===== src/rtl/seq_detect_pkg.sv =====
// Shared types and helpers for the programmable serial pattern detector.
package seq_detect_pkg;

  typedef enum logic [1:0] {
    DISABLED = 2'd0,
    FILL     = 2'd1,
    ARMED    = 2'd2
  } state_t;

  function automatic logic [31:0] len_clamp(input logic [31:0] len,
                                            input logic [31:0] max_len);
    return (len > max_len) ? max_len : len;
  endfunction

endpackage


===== src/rtl/seq_len_cmp.sv =====
// Masked comparator: true when the low len_i bits of hist_i and pat_i agree.
module seq_len_cmp #(
  parameter int MAX_LEN = 8,
  parameter int LEN_W   = $clog2(MAX_LEN + 1)
) (
  input  logic [MAX_LEN-1:0] hist_i,
  input  logic [MAX_LEN-1:0] pat_i,
  input  logic [LEN_W-1:0]   len_i,
  output logic               match_o
);

  logic [MAX_LEN-1:0] bit_ok;

  // Bits at or above the active length are don't-care.
  for (genvar gi = 0; gi < MAX_LEN; gi++) begin : g_bit
    assign bit_ok[gi] = (len_i <= LEN_W'(gi)) || (hist_i[gi] == pat_i[gi]);
  end

  assign match_o = &bit_ok;

endmodule


===== src/rtl/seq_detect_prog.sv =====
// Runtime-programmable serial pattern detector with overlap control and a
// saturating match counter.
module seq_detect_prog
  import seq_detect_pkg::*;
#(
  parameter int MAX_LEN = 8,
  parameter int CNT_W   = 16,
  parameter int LEN_W   = $clog2(MAX_LEN + 1)
) (
  input  logic               clk,
  input  logic               rst_n,
  input  logic               cfg_we,
  input  logic [MAX_LEN-1:0] cfg_pattern,
  input  logic [LEN_W-1:0]   cfg_len,
  input  logic               cfg_overlap,
  input  logic               cfg_clr_cnt,
  input  logic               din_valid,
  input  logic               din,
  output logic               flag,
  output logic [CNT_W-1:0]   match_count,
  output logic [1:0]         state
);

  state_t             state_q, state_d;
  logic [MAX_LEN-1:0] pat_q, pat_d;
  logic [LEN_W-1:0]   len_q, len_d;
  logic               ovl_q, ovl_d;
  logic [MAX_LEN-1:0] hist_q, hist_d;
  logic [LEN_W-1:0]   fill_q, fill_d;
  logic               flag_q, flag_d;
  logic [CNT_W-1:0]   cnt_q, cnt_d;

  logic [LEN_W-1:0]   len_clamped;
  logic [MAX_LEN-1:0] hist_shift;
  logic [LEN_W-1:0]   fill_inc;
  logic               cmp_eq;
  logic               hit;

  assign len_clamped = LEN_W'(len_clamp(32'(cfg_len), 32'(MAX_LEN)));
  assign hist_shift  = (hist_q << 1) | {{(MAX_LEN-1){1'b0}}, din};
  assign fill_inc    = (fill_q == LEN_W'(MAX_LEN)) ? fill_q : fill_q + 1'b1;

  // Compare against the post-shift history so the completing bit counts.
  seq_len_cmp #(
    .MAX_LEN(MAX_LEN),
    .LEN_W  (LEN_W)
  ) u_cmp (
    .hist_i (hist_shift),
    .pat_i  (pat_q),
    .len_i  (len_q),
    .match_o(cmp_eq)
  );

  always_comb begin
    state_d = state_q;
    pat_d   = pat_q;
    len_d   = len_q;
    ovl_d   = ovl_q;
    hist_d  = hist_q;
    fill_d  = fill_q;
    flag_d  = 1'b0;
    hit     = 1'b0;

    if (cfg_we) begin
      pat_d   = cfg_pattern;
      len_d   = len_clamped;
      ovl_d   = cfg_overlap;
      hist_d  = '0;
      fill_d  = '0;
      state_d = (len_clamped == '0) ? DISABLED : FILL;
    end else if (din_valid) begin
      hist_d = hist_shift;
      fill_d = fill_inc;
      hit    = (state_q != DISABLED) && (fill_inc >= len_q) && cmp_eq;
      flag_d = hit;
      if (state_q != DISABLED) begin
        if (hit && !ovl_q) begin
          fill_d  = '0;
          state_d = FILL;
        end else if (fill_inc >= len_q) begin
          state_d = ARMED;
        end else begin
          state_d = FILL;
        end
      end
    end
  end

  always_comb begin
    cnt_d = cnt_q;
    if (cfg_clr_cnt) begin
      cnt_d = '0;
    end else if (hit && (cnt_q != {CNT_W{1'b1}})) begin
      cnt_d = cnt_q + 1'b1;
    end
  end

  always_ff @(posedge clk) begin
    if (!rst_n) begin
      state_q <= DISABLED;
      pat_q   <= '0;
      len_q   <= '0;
      ovl_q   <= 1'b1;
      hist_q  <= '0;
      fill_q  <= '0;
      flag_q  <= 1'b0;
      cnt_q   <= '0;
    end else begin
      state_q <= state_d;
      pat_q   <= pat_d;
      len_q   <= len_d;
      ovl_q   <= ovl_d;
      hist_q  <= hist_d;
      fill_q  <= fill_d;
      flag_q  <= flag_d;
      cnt_q   <= cnt_d;
    end
  end

  assign flag        = flag_q;
  assign match_count = cnt_q;
  assign state       = state_q;

endmodule


===== config.mk =====
export PLATFORM = sky130hd
export DESIGN_NAME = seq_detect_prog
export DESIGN_NICKNAME = d
export VERILOG_FILES = /design/src/rtl/seq_detect_pkg.sv /design/src/rtl/seq_len_cmp.sv /design/src/rtl/seq_detect_prog.sv
export SDC_FILE = /design/constraint.sdc
export NUM_CORES = 1
export LEC_CHECK = 0
export ABC_AREA = 1
export BUFFER_PORTS_ARGS = -buffer_cell sky130_fd_sc_hd__buf_2
export CAP_MARGIN = 20
export CORE_UTILIZATION = 61
export DETAILED_ROUTE_END_ITERATION = 10
export PLACE_DENSITY_LB_ADDON = 0.15
export SLEW_MARGIN = 20
export SYNTH_ARGS = -nofsm -noshare
export SYNTH_HDL_FRONTEND = slang
export SYNTH_SLANG_ARGS = --single-unit

===== constraint.sdc =====
create_clock -name clk -period 3.2 [get_ports clk]
set_input_delay 0.64 -clock clk [delete_from_list [all_inputs] [get_ports clk]]
set_output_delay 0.64 -clock clk [all_outputs]
set_load 0.02 [all_outputs]

==> results of run 1 <==
registers in the layout, summed over array words and instances (netlist names):
name	cells
hist_q	7
match_count	16
pat_q	8
ovl_q	1
flag	1
state	2
fill_q	4
len_q	4
report_power, final:
part,switching [W],internal (W)
sequential,0.0000118,0.000552
combinational,0.000101,0.0000506
clock,0.000190,0.000253
total,0.000303,0.000855
per-layer routing:
layer | global-route usage (%) | vias up | routed length, um
met5 | 0 | - | 0
met2 | 43.9 | 97 | 2440
met4 | 8.70 | 0 | 91
li1 | - | 1255 | -
met1 | 41.2 | 1119 | 2870
met3 | 7.29 | 14 | 356
cells by family (layout without fill, tap and decap cells):
family / count (synthesis) / after routing / share of synthesized area, %
xor+xnor: 14 / 14 / 5.04
flops: 43 / 43 / 35.4
fa+ha+maj: 7 / 7 / 3.60
buf+inv: 63 / 101 / 10.3
compound gates: 56 / 56 / 12.1
simple gates: 183 / 183 / 33.5
worst max path at each step:
stage / startpoint / endpoint / cells after the start
4_1_cts: fill_q[0] / match_count[0] / 16
6_report: fill_q[0] / match_count[0] / 16
3_3_place_gp: fill_q[0] / match_count[1] / 14
2_1_floorplan: fill_q[0] / match_count[10] / 14
3_5_place_dp: fill_q[0] / match_count[0] / 14
5_1_grt: fill_q[0] / match_count[0] / 16
through the flow:
step	util [%]	total power (W)	hold slack (ns)	std cells	worst slack [ns]
after floorplan	-	0.000679	0.436	366	1.05
after global placement	70.7	0.000717	0.456	444	0.938
after detailed placement	70.7	0.000721	0.462	444	0.853
after CTS	73.8	0.00116	0.476	452	0.787
after global routing	73.8	0.00121	0.495	452	0.537
final	73.8	0.00116	0.475	452	0.782
area by class of cell:
type | count | area share (%)
timing repair buffer | 40 | 7.51
clock buffer | 6 | 2.99
clock inverter | 2 | 1.27
multi-input combinational | 260 | 47.7
sequential | 43 | 31.1
tap | 48 | 2.17
inverter | 53 | 7.20
cells in the mapped netlist:
cell type,instances,area share [%]
nand2_1,84,13
inv_1,52,8.0
dfxtp_1,43,35
nor2_1,41,6.3
a21oi_1,34,7.0
nand3_1,23,4.7
nand4_1,20,5.1
o21ai_0,18,3.7
xor2_1,12,4.3
ha_1,7,3.6
clkbuf_1,5,0.77
nor3_1,4,0.82
buf_2,3,0.62
nand2_2,3,0.77
nor2_2,3,0.77
a211oi_1,2,0.62
nand3_2,2,0.82
xnor2_1,2,0.72
a32o_1,1,0.41
buf_4,1,0.31
buf_6,1,0.46
inv_2,1,0.15
nor2_4,1,0.46
nor3_2,1,0.41
o32ai_1,1,0.36
or2_2,1,0.26
worst min-delay path, stage by stage, from the launching register on:
cell     delay [ns]
dfxtp_1        0.32
inv_1          0.06
a21oi_1        0.06
==> tab_implementation.tex, run 1 <==
\begin{tabular}{lr}
\hline
Metric & Value \\
\hline
\multicolumn{2}{l}{\textbf{Status}} \\
Result of the run & finished, final reports clean \\
\multicolumn{2}{l}{\textbf{Final layout}} \\
Layout Area Growth over Synthesis & 13.7\% \\
Fill count & 327 \\
Sequential cell area & 861 um\^{}2 \\
Summed area of non-filler cells in the final layout & 2760 um\^{}2 \\
N\_diodes & 0 \\
Share of cells above drive strength 1 & 14.9\% \\
Most common cell after layout, fill and taps aside & nand2\_1 \\
Total Nets Final & 429 \\
Area of combinational cells with multiple inputs & 1320 um\^{}2 \\
Most frequent cells in the layout & nand2\_1 (84), inv\_1 (52), dfxtp\_1 (43), nor2\_1 (41), buf\_2 (37) \\
\multicolumn{2}{l}{\textbf{Clocking}} \\
CTS tree & done \\
Clock insertion delay at the later pin of the skew report & 0.30 ns \\
CTS H-Tree Depth & 2 \\
Post-cts sizing count & 0 \\
Post CTS Setup Buffer Count & 0 \\
CTS clock-pin slew for the worst setup and hold paths & 0.08 ns \\
Clock buffer count from CTS & 5 \\
CTS Hold Bufs & 0 \\
Root buffer selected by CTS & clkbuf\_8 \\
Number of buffers on the longest clock path & 2 \\
Clock sink count & 43 \\
\multicolumn{2}{l}{\textbf{STA}} \\
Number of max-slew violations in the final report & 0 \\
Final critical-path required period & 2.42 ns \\
Fin Setup TNS & 0 ns \\
Final setup violation count & 0 \\
Unrepaired setup endpoints after global routing & no \\
Final clock period utilization by the worst path & 75.6\% \\
Slew at the pin closest to its max-slew limit & 0.483 ns \\
Maximum clock frequency & 414 MHz \\
Worst Skew & 0.00399 ns \\
Hold Fails Final Rpt & 0 \\
Tightest slew margin relative to the limit & 67.8\% \\
\multicolumn{2}{l}{\textbf{Pwr}} \\
IR drop worst, VDD & 0.314 mV \\
Standby leakage power & 1.25 nW \\
Power per Cell Area & 419 nW/um\^{}2 \\
\multicolumn{2}{l}{\textbf{Floorplan}} \\
Core Region & 3740 um\^{}2 \\
Floorplan die height & 65.1 um \\
Initial core utilization & 64.9\% \\
Ports & 38 \\
Die W & 65.1 um \\
Std-Cell Rows & 22 \\
Die outline area & 4240 um\^{}2 \\
\multicolumn{2}{l}{\textbf{Worst setup path}} \\
WS Path Type & reg -> reg \\
Buffers plus inverters on the worst setup path & 3 \\
Data required time of the critical path & 3.44 ns \\
Largest fanout on the critical path & 15 \\
Slowest cell on the critical path & dfxtp\_1 \\
Cell family with the largest share of critical-path delay & simple AND/OR/NAND/NOR gates \\
Worst R2R Setup Slack & 0.78 ns \\
Kind of start point of the critical path & register \\
Cell-by-cell trace of the critical path & inv\_1, ha\_1, nand2\_1, nor2\_1, nor2\_1, ha\_1, nand2\_1, inv\_1, nand3\_1, nand3\_1, nand3\_1, nor2\_4, nand3\_2, inv\_1, nor2\_1, nor2\_1 \\
Largest stage delay, worst path & 0.36 ns \\
Data arrival time of the critical path & 2.66 ns \\
R2R cell count & 16 \\
CP most frequent cell & nor2\_1 \\
Startpoint of the lowest-slack register-to-register path & fill\_q[0] \\
CP Capture Type & register \\
Capture point of the worst reg-to-reg path & match\_count[0] \\
\multicolumn{2}{l}{\textbf{Detailed routing}} \\
Vias post-DR & 2,485 \\
1st-pass router iterations & 8 \\
Avg Vias per Cell & 5.50 \\
Iter 0 DRT Violations & 260 \\
Remaining DRCs & 0 \\
Count of nets left with antenna violations after detail routing & 0 \\
Total length of routed wires & 5.75 mm \\
Routed len/inst & 12.7 um \\
\multicolumn{2}{l}{\textbf{Min path}} \\
Class of the most critical hold timing path & reg -> reg \\
Hold path cells & 2 \\
Startpoint of the lowest-slack hold path & hist\_q[6] \\
Worst Hold Endpoint & hist\_q[6] \\
\multicolumn{2}{l}{\textbf{Placement}} \\
Placed Instance Area & 2650 um\^{}2 \\
Number of buffers inserted by port buffering & 37 \\
HPWL reported at the end of detailed placement & 4.07 mm \\
RD Place Congestion & 0.921 \\
\multicolumn{2}{l}{\textbf{Global route}} \\
Via count of the first global-routing pass & 2,203 \\
Pin count of the biggest net entering global routing & 19 \\
Global-route wire length before repair & 9.55 mm \\
Total routing resource utilization after global routing & 29.2\% \\
Total congestion overflow & 0 \\
Antenna violations before repair & 0 \\
\multicolumn{2}{l}{\textbf{Logic synthesis}} \\
Post-synthesis cell area & 2430 um\^{}2 \\
Post-synthesis cell count & 366 \\
Synth Warn \# & 0 \\
Fraction of the yosys area taken by sequential cells & 35.4\% \\
Mean post-synth cell area & 6.64 um\^{}2 \\
Synthesized net count & 392 \\
Netlist cell types & 26 \\
Seq cells post-synth & 43 \\
\multicolumn{2}{l}{\textbf{Flow run}} \\
MaxCap Viol Count & 0 \\
\hline
\end{tabular}
Power figures use the tool's default switching activity.
==> inputs of run 2 (changes only) <==
--- a/config.mk
+++ b/config.mk
@@ -5,10 +5,10 @@
 export SDC_FILE = /design/constraint.sdc
 export NUM_CORES = 1
 export LEC_CHECK = 0
-export ABC_AREA = 1
+export ABC_AREA = 0
 export BUFFER_PORTS_ARGS = -buffer_cell sky130_fd_sc_hd__buf_2
 export CAP_MARGIN = 20
-export CORE_UTILIZATION = 61
+export CORE_UTILIZATION = 55
 export DETAILED_ROUTE_END_ITERATION = 10
 export PLACE_DENSITY_LB_ADDON = 0.15
 export SLEW_MARGIN = 20
==> constraint.sdc (replaced) <==
create_clock -name clk -period 2.4 [get_ports clk]
set_input_delay 0.48 -clock clk [delete_from_list [all_inputs] [get_ports clk]]
set_output_delay 0.48 -clock clk [all_outputs]
set_load 0.02 [all_outputs]
==> run 2 against run 1 <==
Against the previous run:
- the flow now finishes with violations (setup timing)
- fmax down 8.0%
- critical path depth down 4
- routed wire length down 12%
- combinational power up 17%
- clock-buffer cell count down 1
- clock power up 9.0%
- sequential power up 32%
- via count down 20%
- critical path type unchanged
- largest power group unchanged
==> tab_implementation.tex, run 2 <==
\begin{tabular}{lr}
\hline
Metric & Value \\
\hline
\multicolumn{2}{l}{\textbf{Detailed routing}} \\
Vias post-DR & 1,991 (-20\%) \\
Routed len/inst & 14.6 um (+15\%) \\
Iter 0 DRT Violations & 112 (-57\%) \\
Remaining DRCs & 0 (unchanged) \\
Total length of routed wires & 5.06 mm (-12\%) \\
Count of nets left with antenna violations after detail routing & 0 (unchanged) \\
Avg Vias per Cell & 5.75 (+4.7\%) \\
1st-pass router iterations & 4 (-4) \\
\multicolumn{2}{l}{\textbf{Final layout}} \\
Total Nets Final & 323 (-25\%) \\
Number of standard cells in the layout, taps in and fillers out & 346 (-23\%) \\
Sequential cell area & 867 um\^{}2 (+0.73\%) \\
Flip-flop count of the largest register after layout & 16 (unchanged) \\
Share of cells above drive strength 1 & 30.5\% (+16 points) \\
Final core utilization & 73.7\% (-0.15 points) \\
Most frequent cells in the layout & dfxtp\_1 (40), buf\_2 (37), nor2\_1 (26), a21oi\_1 (20), mux2i\_1 (17) \\
Area of combinational cells with multiple inputs & 1330 um\^{}2 (+0.47\%) \\
Layout Area Growth over Synthesis & 28.4\% \\
Fill count & 294 (-10\%) \\
Most common cell after layout, fill and taps aside & dfxtp\_1 \\
N\_diodes & 0 (unchanged) \\
\multicolumn{2}{l}{\textbf{Worst setup path}} \\
Cell-by-cell trace of the critical path & buf\_6, ha\_4, xnor2\_2, nor2\_1, ha\_2, o21a\_1, nor2\_2, nor4b\_2, buf\_4, nand3\_4, or4\_1, a21oi\_1 \\
Data required time of the critical path & 2.63 ns (-0.81 ns) \\
Setup crit start & fill\_q[1] \\
WS Path Type & reg -> reg \\
Slowest cell on the critical path & or4\_1 \\
Largest stage delay, worst path & 0.50 ns (+0.14 ns) \\
CP Capture Type & register \\
Kind of start point of the critical path & register \\
Startpoint of the lowest-slack register-to-register path & fill\_q[1] \\
Data arrival time of the critical path & 2.85 ns (+0.19 ns) \\
Largest fanout on the critical path & 5 (-10) \\
\multicolumn{2}{l}{\textbf{Logic synthesis}} \\
Synthesized net count & 269 (-31\%) \\
Seq cells post-synth & 43 (unchanged) \\
Post-synthesis cell area & 2120 um\^{}2 (-13\%) \\
Synth Warn \# & 0 (unchanged) \\
Ys async rst share & 0\% (unchanged) \\
Main flop type after synthesis & dfxtp\_1 \\
Number of synthesized flops with an enable pin & 0 (unchanged) \\
Post-synthesis cell count & 243 (-34\%) \\
Fraction of post-synthesis cell area in the top cell type by area & 40.7\% (+5.3 points) \\
Netlist cell types & 39 (+50\%) \\
Synth top area cells & dfxtp\_1 (41\%), mux2i\_1 (8.0\%), nor2\_1 (5.0\%) \\
Commonest cells post-synth & dfxtp\_1 (43), nor2\_1 (28), a21oi\_1 (20) \\
Mean post-synth cell area & 8.71 um\^{}2 (+31\%) \\
Post-synth top area cell & dfxtp\_1 \\
Fraction of the yosys area taken by sequential cells & 40.7\% (+5.3 points) \\
Most frequent cell after synthesis & dfxtp\_1 \\
\multicolumn{2}{l}{\textbf{Floorplan}} \\
Ports & 38 (unchanged) \\
Initial core utilization & 57.4\% (-7.6 points) \\
Std-Cell Rows & 22 (unchanged) \\
Die outline area & 4100 um\^{}2 (-3.4\%) \\
Floorplan die height & 64.0 um (-1.7\%) \\
Core Region & 3690 um\^{}2 (-1.5\%) \\
Die W & 64.0 um (-1.7\%) \\
\multicolumn{2}{l}{\textbf{Placement}} \\
Cell Count Post-Placement & 333 (-25\%) \\
Number of buffers inserted by port buffering & 37 (unchanged) \\
HPWL reported at the end of detailed placement & 3.55 mm (-13\%) \\
Worst Setup Slack post-DPL & -0.304 ns (-1.16 ns) \\
RD Place Congestion & 0.783 (-15\%) \\
\multicolumn{2}{l}{\textbf{Flow run}} \\
MaxCap Viol Count & 0 (unchanged) \\
\multicolumn{2}{l}{\textbf{Global route}} \\
Total routing resource utilization after global routing & 26.0\% (-3.2 points) \\
Pin count of the biggest net entering global routing & 20 (+1) \\
Via count of the first global-routing pass & 1,797 (-18\%) \\
Total congestion overflow & 0 (unchanged) \\
Global-route wire length before repair & 8.16 mm (-15\%) \\
Antenna violations before repair & 0 (unchanged) \\
\multicolumn{2}{l}{\textbf{Pwr}} \\
Logic pwr share & 12.5\% (-0.6 points) \\
Power per Cell Area & 516 nW/um\^{}2 (+23\%) \\
Sequential fraction of design power & 53.1\% (+4.4 points) \\
Proportion of power drawn by the clock network & 34.4\% (-3.9 points) \\
Switch share & 27.5\% (+1.3 points) \\
Power Internal & 0.00102 W (+19\%) \\
IR drop worst, VDD & 0.534 mV (+70\%) \\
Standby leakage power & 1.06 nW (-15\%) \\
Sw power & 0.000385 W (+27\%) \\
\multicolumn{2}{l}{\textbf{Clocking}} \\
Number of buffers on the longest clock path & 2 (unchanged) \\
Clock insertion delay at the later pin of the skew report & 0.31 ns (about the same) \\
CTS H-Tree Depth & 2 (unchanged) \\
CTS tree & done \\
CTS Hold Bufs & 0 (unchanged) \\
Clock buffer count from CTS & 5 (unchanged) \\
Clock sink count & 43 (unchanged) \\
CTS clock-pin slew for the worst setup and hold paths & 0.10 ns (+0.02 ns) \\
Root buffer selected by CTS & clkbuf\_8 \\
\multicolumn{2}{l}{\textbf{Status}} \\
Result of the run & finished with violations \\
Violated checks & setup timing \\
\multicolumn{2}{l}{\textbf{STA}} \\
Final setup violation count & 16 (+16) \\
Slew at the pin closest to its max-slew limit & 0.562 ns (+0.0790 ns) \\
Maximum clock frequency & 380 MHz (-8.0\%) \\
Tightest slew margin relative to the limit & 62.6\% (-5.2 points) \\
Worst Skew & 0.0138 ns (+0.00981 ns) \\
Number of max-slew violations in the final report & 0 (unchanged) \\
Final critical-path required period & 2.63 ns (+0.211 ns) \\
Final clock period utilization by the worst path & 110\% (+34 points) \\
Unrepaired setup endpoints after global routing & yes \\
PnR worst setup slack & -0.229 ns (-1.01 ns) \\
Hold Fails Final Rpt & 0 (unchanged) \\
Fin Setup TNS & -2.74 ns (-2.74 ns) \\
\multicolumn{2}{l}{\textbf{Min path}} \\
Class of the most critical hold timing path & in -> reg \\
Startpoint of the lowest-slack hold path & rst\_n \\
\hline
\end{tabular}
-- run 2: metal layers --
metal  global-route usage (%)  share of wire, %  vias to the layer above
met4                     9.09               1.3                        0
li1                         -                 -                      986
met5                        0                 0                        -
met3                     6.61               4.0                        8
met1                     34.5                48                      953
met2                     40.8                47                       44
-- run 2: worst paths after layout --
| check | end | slack [ns] | cells after the start |
|---|---|---|---|
| max | match_count[15] | -0.23 | 12 |
| min | ovl_q | 0.39 | 2 |
| max reg2reg | match_count[15] | -0.23 | 12 |
| min reg2reg | ovl_q | 0.48 | 2 |
-- run 2: cell families (layout without fill, tap and decap cells) --
group           after synthesis  after routing  synth area share, %
compound gates               52             52                 14.9
flops                        43             43                 40.7
buf+inv                      18             72                 3.67
simple gates                 94             95                 23.6
mux                          17             17                 8.04
xor+xnor                     12             12                 4.97
fa+ha+maj                     7              7                 4.14
-- run 2: final cells by class --
| cell class | instances | share of cell area, % |
|---|---|---|
| multi-input combinational | 183 | 48.8 |
| sequential | 43 | 31.9 |
| timing repair buffer | 56 | 12.5 |
| clock buffer | 5 | 2.53 |
| tap | 48 | 2.21 |
| inverter | 8 | 1.20 |
| clock inverter | 3 | 0.921 |
-- run 2: power groups by stage --
stage | Combinational, W | Sequential [W] | Clock [W]
6_report | 0.000176 | 0.000744 | 0.000483
5_1_grt | 0.000190 | 0.000745 | 0.000518
4_1_cts | 0.000171 | 0.000743 | 0.000486
3_5_place_dp | 0.000158 | 0.000760 | 0
3_3_place_gp | 0.000154 | 0.000759 | 0
2_1_floorplan | 0.000102 | 0.000761 | 0
-- run 2: what timing repair did --
item | CTS | global route
endpoints found under the setup margin | 17 | 21
resized for setup | 19 | 6
setup buffers | 2 | 2
gates cloned | 1 | 0
pin swaps | 11 | 2
-- run 2: critical path, delay by kind of cell (launching register included) --
kind / cells / cell delay (ns)
simple gates: 5 / 1.03
compound gates: 2 / 0.26
fa+ha+maj: 2 / 0.47
flops: 1 / 0.35
xor+xnor: 1 / 0.12
buf+inv: 2 / 0.31
-- run 2: stage by stage --
step,area [um^2],hold slack [ns],power (W)
after global routing,2720,0.406,0.00145
after global placement,2480,0.457,0.000913
after detailed placement,2480,0.457,0.000918
after floorplan,2170,0.431,0.000864
final,2720,0.393,0.00140
after CTS,2670,0.397,0.00140
==> inputs of run 3 (changes only) <==
--- a/config.mk
+++ b/config.mk
@@ -6,10 +6,9 @@
 export NUM_CORES = 1
 export LEC_CHECK = 0
 export ABC_AREA = 0
-export BUFFER_PORTS_ARGS = -buffer_cell sky130_fd_sc_hd__buf_2
-export CAP_MARGIN = 20
-export CORE_UTILIZATION = 55
+export CORE_UTILIZATION = 62
 export DETAILED_ROUTE_END_ITERATION = 10
+export DONT_BUFFER_PORTS = 1
 export PLACE_DENSITY_LB_ADDON = 0.15
 export SLEW_MARGIN = 20
 export SYNTH_ARGS = -nofsm -noshare
==> run 3 against run 2 <==
Against the previous run:
- the flow still finishes with violations (setup timing)
- sequential power grew 0.5%
- global-route usage grew 4.2 points
- power shrank 3.3%
- final cell count shrank 12%
- hold slack lost 0.22 ns
- sequential cell count is the same
- combinational power shrank 15%
- first-iteration DRC count grew 18%
- sequential share of layout area grew 2.4 points
- clock-buffer cell count is the same
- largest cell class unchanged
==> tab_implementation.tex, run 3 (synthesized netlist as in run 2, its figures left out) <==
\begin{tabular}{lr}
\hline
Metric & Value \\
\hline
\multicolumn{2}{l}{\textbf{STA}} \\
Tightest slew margin relative to the limit & 57.4\% (-5.1 points) \\
Slew at the pin closest to its max-slew limit & 0.639 ns (+0.0770 ns) \\
Worst Skew & 0.0109 ns (-0.00288 ns) \\
Hold Fails Final Rpt & 0 (unchanged) \\
Final critical-path required period & 2.71 ns (+0.0761 ns) \\
PnR worst setup slack & -0.305 ns (-0.0761 ns) \\
Number of max-slew violations in the final report & 0 (unchanged) \\
Final clock period utilization by the worst path & 113\% (+3.2 points) \\
Worst hold slack & 0.168 ns (-0.225 ns) \\
Final setup violation count & 16 (unchanged) \\
Maximum clock frequency & 370 MHz (-2.8\%) \\
Unrepaired setup endpoints after global routing & yes \\
\multicolumn{2}{l}{\textbf{Pwr}} \\
Logic pwr share & 11.0\% (-1.5 points) \\
Sequential fraction of design power & 55.1\% (+2.0 points) \\
Proportion of power drawn by the clock network & 33.9\% (-0.5 points) \\
IR drop worst, VDD & 0.356 mV (-33\%) \\
Sw power & 0.000341 W (-12\%) \\
Power per Cell Area & 539 nW/um\^{}2 (+4.5\%) \\
Standby leakage power & 0.896 nW (-16\%) \\
Total power & 0.00136 W (-3.3\%) \\
Switch share & 25.1\% (-2.4 points) \\
Power Internal & 0.00102 W (-0.12\%) \\
\multicolumn{2}{l}{\textbf{Clocking}} \\
Number of buffers on the longest clock path & 2 (unchanged) \\
Clock buffer count from CTS & 5 (unchanged) \\
CTS clock-pin slew for the worst setup and hold paths & 0.13 ns (+0.03 ns) \\
CTS H-Tree Depth & 2 (unchanged) \\
Root buffer selected by CTS & clkbuf\_4 \\
Clock insertion delay at the later pin of the skew report & 0.37 ns (+0.06 ns) \\
CTS tree & done \\
Clock sink count & 43 (unchanged) \\
\multicolumn{2}{l}{\textbf{Global route}} \\
Global-route wire length before repair & 8.03 mm (-1.5\%) \\
Busiest layer in global routing & met2 \\
Grt met2 use & 50.7\% (+9.9 points) \\
Global routing usage on met1 & 37.0\% (+2.5 points) \\
Total congestion overflow & 0 (unchanged) \\
Antenna violations before repair & 0 (unchanged) \\
Global Route met3 Usage & 8.74\% (+2.1 points) \\
Pin count of the biggest net entering global routing & 21 (+5.0\%) \\
Total routing resource utilization after global routing & 30.2\% (+4.2 points) \\
Via count of the first global-routing pass & 1,805 (+0.45\%) \\
\multicolumn{2}{l}{\textbf{Worst setup path}} \\
WS Path Type & reg -> reg \\
Kind of start point of the critical path & register \\
Data arrival time of the critical path & 3.01 ns (+0.16 ns) \\
Largest fanout on the critical path & 5 (unchanged) \\
Capture point of the worst reg-to-reg path & match\_count[9] \\
CP Capture Type & register \\
Data required time of the critical path & 2.71 ns (+0.08 ns) \\
Worst R2R Setup Slack & -0.31 ns (-0.08 ns) \\
Startpoint of the lowest-slack register-to-register path & fill\_q[0] \\
R2R cell count & 13 (+1) \\
\multicolumn{2}{l}{\textbf{Placement}} \\
RD Place Congestion & 0.842 (+7.6\%) \\
Number of buffers inserted by port buffering & 0 (-100\%) \\
HPWL reported at the end of detailed placement & 3.59 mm (+1.3\%) \\
\multicolumn{2}{l}{\textbf{Status}} \\
Violated checks & setup timing \\
Result of the run & finished with violations \\
\multicolumn{2}{l}{\textbf{Floorplan}} \\
Floorplan die height & 60.4 um (-5.6\%) \\
Initial core utilization & 67.1\% (+9.7 points) \\
Die W & 60.4 um (-5.6\%) \\
Ports & 38 (unchanged) \\
Die outline area & 3650 um\^{}2 (-11\%) \\
Std-Cell Rows & 20 (-9.1\%) \\
Core Region & 3150 um\^{}2 (-15\%) \\
\multicolumn{2}{l}{\textbf{Final layout}} \\
Most common cell after layout, fill and taps aside & dfxtp\_1 \\
N\_diodes & 0 (unchanged) \\
Share of cells above drive strength 1 & 21.8\% (-8.7 points) \\
Layout Area Growth over Synthesis & 18.9\% \\
Fill count & 217 (-26\%) \\
Total Nets Final & 287 (-11\%) \\
Flip-flop count of the largest register after layout & 16 (unchanged) \\
Most frequent cells in the layout & dfxtp\_1 (41), nor2\_1 (26), mux2i\_1 (17), a21oi\_1 (17), buf\_4 (16) \\
\multicolumn{2}{l}{\textbf{Detailed routing}} \\
Remaining DRCs & 0 (unchanged) \\
Routed len/inst & 17.4 um (+19\%) \\
Count of nets left with antenna violations after detail routing & 0 (unchanged) \\
Total length of routed wires & 5.32 mm (+5.0\%) \\
Vias post-DR & 1,915 (-3.8\%) \\
Iter 0 DRT Violations & 132 (+18\%) \\
1st-pass router iterations & 4 (unchanged) \\
Avg Vias per Cell & 6.28 (+9.1\%) \\
\multicolumn{2}{l}{\textbf{Min path}} \\
Startpoint of the lowest-slack hold path & rst\_n \\
Worst Hold Endpoint & ovl\_q \\
Hold path cells & 1 (-1) \\
Class of the most critical hold timing path & in -> reg \\
\multicolumn{2}{l}{\textbf{Flow run}} \\
MaxCap Viol Count & 0 (unchanged) \\
\hline
\end{tabular}
==> run 3: cell count changes in the layout (fill, tap and decap cells not counted), moves of 2 or more <==
cell,before,now
a21oi_2,0,3
a21oi_1,20,17
o21ai_0,7,4
or4_1,3,1
clkinv_4,2,0
nand3_1,14,12
buf_2,37,0
or4_4,0,2
clkbuf_8,5,0
o21ai_1,6,9
clkbuf_4,0,5
==> run 3: routing by layer <==
| layer | wire, um | share of wire, % | vias up |
|---|---|---|---|
| li1 | - | - | 917 |
| met1 | 2230 | 42 | 898 |
| met2 | 2600 | 49 | 87 |
| met3 | 400 | 7.5 | 13 |
| met4 | 80 | 1.5 | 0 |
| met5 | 0 | 0 | - |
==> run 3: cell type report <==
class                      instances  area (um^2)  area share, %
timing repair buffer              20          165           6.57
tap                               44         55.1           2.19
clock inverter                     2         37.5           1.49
inverter                           8         30.0           1.19
multi-input combinational        183         1330           52.7
clock buffer                       5         37.5           1.49
sequential                        43          863           34.3
==> run 3: worst max path at each step <==
stage	from	end	slack (ns)	cells past startpoint
after floorplan	fill_q[0]	match_count[15]	-0.1	13
after global placement	fill_q[1]	match_count[9]	-0.22	13
after detailed placement	fill_q[1]	match_count[9]	-0.37	13
after CTS	fill_q[0]	match_count[15]	-0.26	13
after global routing	fill_q[0]	match_count[9]	-0.39	12
final	fill_q[0]	match_count[9]	-0.31	13
==> run 3: what timing repair did <==
item,in CTS,in global routing
hold buffers,0,0
gates cloned,1,0
pin swaps,6,8
setup endpoints to repair,16,20
gates resized for setup,13,16
buffers inserted,5,1
==> run 3: power groups by stage <==
| stage | sequential [W] | clock [W] | combinational, W |
|---|---|---|---|
| floorplan | 0.000761 | 0 | 0.000102 |
| global placement | 0.000763 | 0 | 0.000115 |
| detailed placement | 0.000764 | 0 | 0.000120 |
| CTS | 0.000748 | 0.000457 | 0.000136 |
| global route | 0.000750 | 0.000482 | 0.000159 |
| finish | 0.000748 | 0.000459 | 0.000149 |
==> run 3: critical path, stage by stage, from the launching register on <==
cell       delay, ns
dfxtp_2         0.38
inv_2           0.06
ha_4            0.15
nand2_4         0.06
nor2_4          0.04
xnor2_1         0.14
ha_1            0.30
nand2b_4        0.13
a2111oi_4       0.07
nor4b_2         0.35
buf_4           0.19
nand3_4         0.10
or4_4           0.54
a21oi_2         0.13
==> run 3: stage by stage <==
step | std cells | area (um^2) | TNS (ns) | util (%) | setup slack [ns]
after detailed placement | 291 | 2280 | -3.22 | 72.4 | -0.371
after global routing | 305 | 2510 | -5.43 | 79.8 | -0.386
after floorplan | 243 | 2170 | -0.283 | - | -0.0972
final | 305 | 2510 | -3.68 | 79.8 | -0.305
after global placement | 291 | 2280 | -1.87 | 72.4 | -0.220
after CTS | 304 | 2450 | -2.82 | 77.7 | -0.258
